===== config.mk =====
export PLATFORM = sky130hd
export DESIGN_NAME = beep_pattern_gen
export DESIGN_NICKNAME = d
export VERILOG_FILES = /design/src/rtl/beep_pkg.sv /design/src/rtl/beep_tone_div.sv /design/src/rtl/beep_pattern_gen.sv
export SDC_FILE = /design/constraint.sdc
export NUM_CORES = 1
export LEC_CHECK = 0
export CAP_MARGIN = 20
export CORE_ASPECT_RATIO = 0.8
export CORE_MARGIN = 2
export CORE_UTILIZATION = 40
export CTS_CLUSTER_SIZE = 16
export DETAILED_ROUTE_END_ITERATION = 7
export SLEW_MARGIN = 20
export SYNTH_ARGS = -nofsm -noshare
export SYNTH_HDL_FRONTEND = slang
export SYNTH_SLANG_ARGS = --single-unit

===== constraint.sdc =====
create_clock -name sys_clk -period 3.6 [get_ports sys_clk]
set_input_delay 0.54 -clock sys_clk [delete_from_list [all_inputs] [get_ports sys_clk]]
set_output_delay 0.54 -clock sys_clk [all_outputs]
set_load 0.01 [all_outputs]

===== src/rtl/beep_pkg.sv =====
// Shared types and default timing constants for the beep pattern generator.
package beep_pkg;

  typedef enum logic [1:0] {
    IDLE = 2'd0,
    ON   = 2'd1,
    OFF  = 2'd2
  } state_e;

  localparam logic [15:0] TONE_DIV_DEF = 16'd2;
  localparam logic [19:0] ON_CNT_DEF   = 20'd10;
  localparam logic [19:0] OFF_CNT_DEF  = 20'd6;
  localparam int          NUM_W_DEF    = 4;

endpackage


===== src/rtl/beep_tone_div.sv =====
// Square-wave tone source: restarts high on clr, toggles every TONE_DIV enabled
// cycles, and is held low whenever it is not enabled.
module beep_tone_div
  import beep_pkg::*;
#(
  parameter logic [15:0] TONE_DIV = TONE_DIV_DEF
) (
  input  logic sys_clk,
  input  logic sys_rst,
  input  logic en,
  input  logic clr,
  output logic tone
);

  logic [15:0] cnt_q, cnt_d;
  logic        tone_q, tone_d;

  always_comb begin
    cnt_d  = '0;
    tone_d = 1'b0;
    if (clr) begin
      cnt_d  = '0;
      tone_d = 1'b1;
    end else if (en) begin
      if (cnt_q == TONE_DIV - 16'd1) begin
        cnt_d  = '0;
        tone_d = ~tone_q;
      end else begin
        cnt_d  = cnt_q + 16'd1;
        tone_d = tone_q;
      end
    end
  end

  always_ff @(posedge sys_clk or posedge sys_rst) begin
    if (sys_rst) begin
      cnt_q  <= '0;
      tone_q <= 1'b0;
    end else begin
      cnt_q  <= cnt_d;
      tone_q <= tone_d;
    end
  end

  assign tone = tone_q;

endmodule


===== src/rtl/beep_pattern_gen.sv =====
// Plays N beeps (ON_CNT tone cycles, OFF_CNT silent cycles between beeps) on
// the buzzer pin. Handshake: req/beep_num are accepted only while idle with
// stop low; busy is high for the whole pattern and done pulses for one cycle
// when it ends normally (or immediately for a zero-beep request).
module beep_pattern_gen
  import beep_pkg::*;
#(
  parameter logic [15:0] TONE_DIV = TONE_DIV_DEF,
  parameter logic [19:0] ON_CNT   = ON_CNT_DEF,
  parameter logic [19:0] OFF_CNT  = OFF_CNT_DEF,
  parameter int          NUM_W    = NUM_W_DEF
) (
  input  logic             sys_clk,
  input  logic             sys_rst,
  input  logic             req,
  input  logic [NUM_W-1:0] beep_num,
  input  logic             stop,
  output logic             busy,
  output logic             done,
  output logic             beep
);

  localparam logic [NUM_W-1:0] REM_ONE = NUM_W'(1);

  state_e           state_q, state_d;
  logic [19:0]      dur_q, dur_d;
  logic [NUM_W-1:0] rem_q, rem_d;
  logic             busy_q, busy_d;
  logic             done_q, done_d;
  logic             tone_en, tone_clr;

  always_comb begin
    state_d = state_q;
    dur_d   = dur_q;
    rem_d   = rem_q;
    done_d  = 1'b0;
    case (state_q)
      IDLE: begin
        if (req && !stop) begin
          if (beep_num != '0) begin
            state_d = ON;
            rem_d   = beep_num;
            dur_d   = '0;
          end else begin
            done_d  = 1'b1;
          end
        end
      end
      ON: begin
        if (stop) begin
          state_d = IDLE;
          dur_d   = '0;
          rem_d   = '0;
        end else if (dur_q == ON_CNT - 20'd1) begin
          dur_d = '0;
          rem_d = rem_q - REM_ONE;
          if (rem_q == REM_ONE) begin
            state_d = IDLE;
            done_d  = 1'b1;
          end else begin
            state_d = OFF;
          end
        end else begin
          dur_d = dur_q + 20'd1;
        end
      end
      OFF: begin
        if (stop) begin
          state_d = IDLE;
          dur_d   = '0;
          rem_d   = '0;
        end else if (dur_q == OFF_CNT - 20'd1) begin
          state_d = ON;
          dur_d   = '0;
        end else begin
          dur_d = dur_q + 20'd1;
        end
      end
      default: begin
        state_d = IDLE;
        dur_d   = '0;
        rem_d   = '0;
      end
    endcase
    busy_d = (state_d != IDLE);
  end

  // The tone divider is driven from the next state so its registered output
  // lines up with busy: high on the very first cycle of each beep.
  assign tone_en  = (state_d == ON);
  assign tone_clr = (state_d == ON) && (state_q != ON);

  always_ff @(posedge sys_clk or posedge sys_rst) begin
    if (sys_rst) begin
      state_q <= IDLE;
      dur_q   <= '0;
      rem_q   <= '0;
      busy_q  <= 1'b0;
      done_q  <= 1'b0;
    end else begin
      state_q <= state_d;
      dur_q   <= dur_d;
      rem_q   <= rem_d;
      busy_q  <= busy_d;
      done_q  <= done_d;
    end
  end

  beep_tone_div #(
    .TONE_DIV (TONE_DIV)
  ) u_tone (
    .sys_clk (sys_clk),
    .sys_rst (sys_rst),
    .en      (tone_en),
    .clr     (tone_clr),
    .tone    (beep)
  );

  assign busy = busy_q;
  assign done = done_q;

endmodule


==> impl_metrics.py <==
metrics = {
    "setup_path": {
        "path_class": "reg -> reg",
        "slowest_stage": "o31a_1",
        "worstPathMaxFanout": 17,
        "r2r_setup_slack_ns": 0.71,
        "cp_slowest_stage_delay_ns": 0.57,
        "r2r-start": "dur_q[16]$_DFFE_PP0P_",
        "arrival_ns": 3.08,
        "crit_required_ns": 3.78,
        "critPathLaunch": "dur_q[16]$_DFFE_PP0P_",
        "end_kind": "flip-flop",
        "worstPathCellList": "or4_4 > or4_4 > o31a_1 > o31a_1 > nor4b_1",
        "start_kind": "flip-flop",
    },
    "synthesis": {
        "synth_edf_count": 0,
        "ys.flop_type": "dfrtp_1",
        "ys_ff_latch": 45,
        "ys_seq_area_share_pct": 41.17,
        "synth-simple-area-share_pct": 32.85,
        "muxShareOfSynthArea_pct": 0.7319,
        "synth_area_per_cell_um2": 10.06,
        "synth_fa_ha_area_share_pct": 4.575,
        "synth_xor_area_share_pct": 10.25,
        "synth_area_um2": 2735,
        "syn-num-nets": 290,
        "yosys_warnings": 0,
        "synth_top_family_by_area": "simple AND/OR/NAND/NOR gates",
        "async_flop_share_pct": 100.0,
        "synth_compound_area_share_pct": 6.496,
        "synthCells": 272,
        "synth.distinct_cells": 47,
    },
    "flow_run": {
        "drv_cap": 0,
    },
    "clock_network": {
        "clk_pin_slew_worst_paths_ns": 0.08,
        "h-tree-depth": 2,
        "clockRootBuffer": "clkbuf_8",
        "cts_buffers": 5,
        "cts_tree": "done",
        "clock_latency_ns": 0.29,
        "cts.sinks": 45,
        "post_cts_resized": 0,
        "clockBufferDepth": 2,
        "cts_hold_buf": 0,
        "postCtsSetupBuffers": 0,
    },
    "sta": {
        "fmax_mhz": 345.8,
        "fin_crit_ns": 2.892,
        "hold_violations": 0,
        "slew_violations": 0,
        "worst_pin_slew_ns": 0.9015,
        "period_share_pct": 80.32,
        "setup_viol": 0,
        "setup_tns_ns": 0,
        "rsz0062_at_grt": "no",
        "fin_skew_ns": 0.01006,
        "relSlewSlack_pct": 39.90,
    },
    "global_route": {
        "antenna_found_initial": 0,
        "track_usage_pct": 15.83,
        "grt_max_degree": 46,
        "grt_pass1_wl_mm": 9.487,
        "grt_pass1_vias": 1990,
        "grt-ovfl-total": 0,
    },
    "drt": {
        "drt-wirelength-per-cell_um": 14.52,
        "viasPerCell": 5.465,
        "dr.first_iter.drc_count": 125,
        "vias": 2011,
        "ant_nets": 0,
        "drc": 0,
        "wl_mm": 5.345,
        "dr.pass1.iters": 4,
    },
    "pwr": {
        "power_density_nw_per_um2": 482.4,
        "max-vdd-ir-drop_uv": 185.9,
        "p_leak_uw": 0.001195,
    },
    "die": {
        "core_area_um2": 6506,
        "fp.dieArea_um2": 7519,
        "die_x_um": 96.45,
        "row_count": 26,
        "start_util_pct": 42.04,
        "ioPinCount": 11,
        "die_h_um": 77.96,
    },
    "finish": {
        "final_common_cell": "dfrtp_1",
        "n_antenna_cell": 0,
        "layout_common_cells": "dfrtp_1, nor2_1, xnor2_1",
        "nNetsFinal": 302,
        "final_area_um2": 3014,
        "area_growth_pct": 10.20,
        "drive_gt1_share_pct": 10.56,
    },
    "worst_hold_path": {
        "min_path_type": "in -> async",
    },
    "placement": {
        "portBuffers": 10,
        "placed_area_um2": 2908,
        "gp_congestion": 0.7559,
        "dp_hpwl_mm": 3.611,
    },
    "status": {
        "status": "finished, final reports clean",
    },
}
## state kept, by name (all words and copies together), names as in the netlist
signal	cells
dur_q	20
u_tone.cnt_q	16
rem_q	4
state_q	2
busy	1
done	1
u_tone.tone	1
## through the flow
step | utilization [%] | hold slack (ns) | total power [uW] | worst slack [ns] | std cells
after floorplan | - | 0.4891 | 994.9 | 0.9849 | 272
after detailed placement | 44.69 | 0.5208 | 1141 | 0.7039 | 360
after global routing | 46.33 | 0.5514 | 1567 | 0.5743 | 368
after global placement | 44.69 | 0.5157 | 1142 | 0.7615 | 360
after CTS | 46.02 | 0.5409 | 1467 | 0.6829 | 367
final | 46.33 | 0.5212 | 1454 | 0.7085 | 368
## power breakdown
group	internal [uW]	switching [uW]
combinational	225	312
sequential	555	41.2
clock	153	168
total	933	521
## metal layers
layer | track usage [%] | vias to the layer above | wire length [um]
met5 | 0 | - | 0
met4 | 3.662 | 0 | 48
met3 | 3.689 | 5 | 224
met2 | 22.78 | 41 | 2281
met1 | 23.97 | 955 | 2791
li1 | - | 1010 | -
## cell families after synthesis
kind of cell | count (synthesis)
flip-flops | 45
buffers and inverters | 21
multiplexers | 2
XOR/XNOR | 32
adder cells (fa/ha/maj) | 10
AO/OA/AOI/OAI | 24
AND/OR/NAND/NOR | 138
## final timing paths
kind                                             end  cells past startpoint
max reg2reg                u_tone.cnt_q[3]$_DFF_PP0_                      5
min reg2reg                     rem_q[3]$_DFFE_PP0P_                      1
min in group sys_clk            rem_q[3]$_DFFE_PP0P_                      1
max                        u_tone.cnt_q[3]$_DFF_PP0_                      5
min                            dur_q[13]$_DFFE_PP0P_                      2
max in group asynchronous       dur_q[8]$_DFFE_PP0P_                      3
## critical path: cells and delay by family, from the launching register on
family,cells,cell delay (ns)
AND/OR/NAND/NOR,3,1.45
flip-flops,1,0.42
AO/OA/AOI/OAI,2,0.90
## area by class of cell
class,instances,area [um^2]
tap,84,105.1
fill,623,3492
clock buffer,7,86.33
multi-input combinational,206,1501
sequential,45,1126
timing repair buffer,16,157.7
inverter,10,37.54
## cells in the mapped netlist (2+ instances only)
| library cell | count | share of area (%) |
|---|---|---|
| and3_1 | 3 | 0.69 |
| nor2b_1 | 2 | 0.46 |
| nand2b_1 | 6 | 1.4 |
| nor3_1 | 6 | 1.1 |
| clkbuf_1 | 7 | 0.96 |
| or4_1 | 3 | 0.82 |
| nand4_1 | 7 | 1.6 |
| a211oi_1 | 2 | 0.55 |
| or4b_1 | 2 | 0.73 |
| nor4b_1 | 8 | 2.6 |
| nor4_1 | 11 | 2.5 |
| dfrtp_1 | 45 | 41 |
| mux2i_1 | 2 | 0.73 |
| a21oi_1 | 4 | 0.73 |
| nand3_1 | 9 | 1.6 |
| nand2_1 | 15 | 2.1 |
| xnor2_1 | 20 | 6.4 |
| o31ai_1 | 2 | 0.55 |
| and2_1 | 3 | 0.69 |
| a22o_1 | 5 | 1.6 |
| nor2_1 | 31 | 4.3 |
| o31a_1 | 3 | 0.96 |
| nor4b_2 | 8 | 4.4 |
| inv_1 | 10 | 1.4 |
| xor2_1 | 12 | 3.8 |
| o211ai_1 | 2 | 0.55 |
| ha_1 | 10 | 4.6 |
| and4_1 | 3 | 0.96 |
| or2_2 | 2 | 0.46 |
| or4_4 | 2 | 0.82 |
| o21ai_0 | 2 | 0.37 |
| nor4bb_1 | 4 | 1.5 |
| nor3b_1 | 7 | 1.9 |
Note: power is estimated with default switching activity, not from simulation.
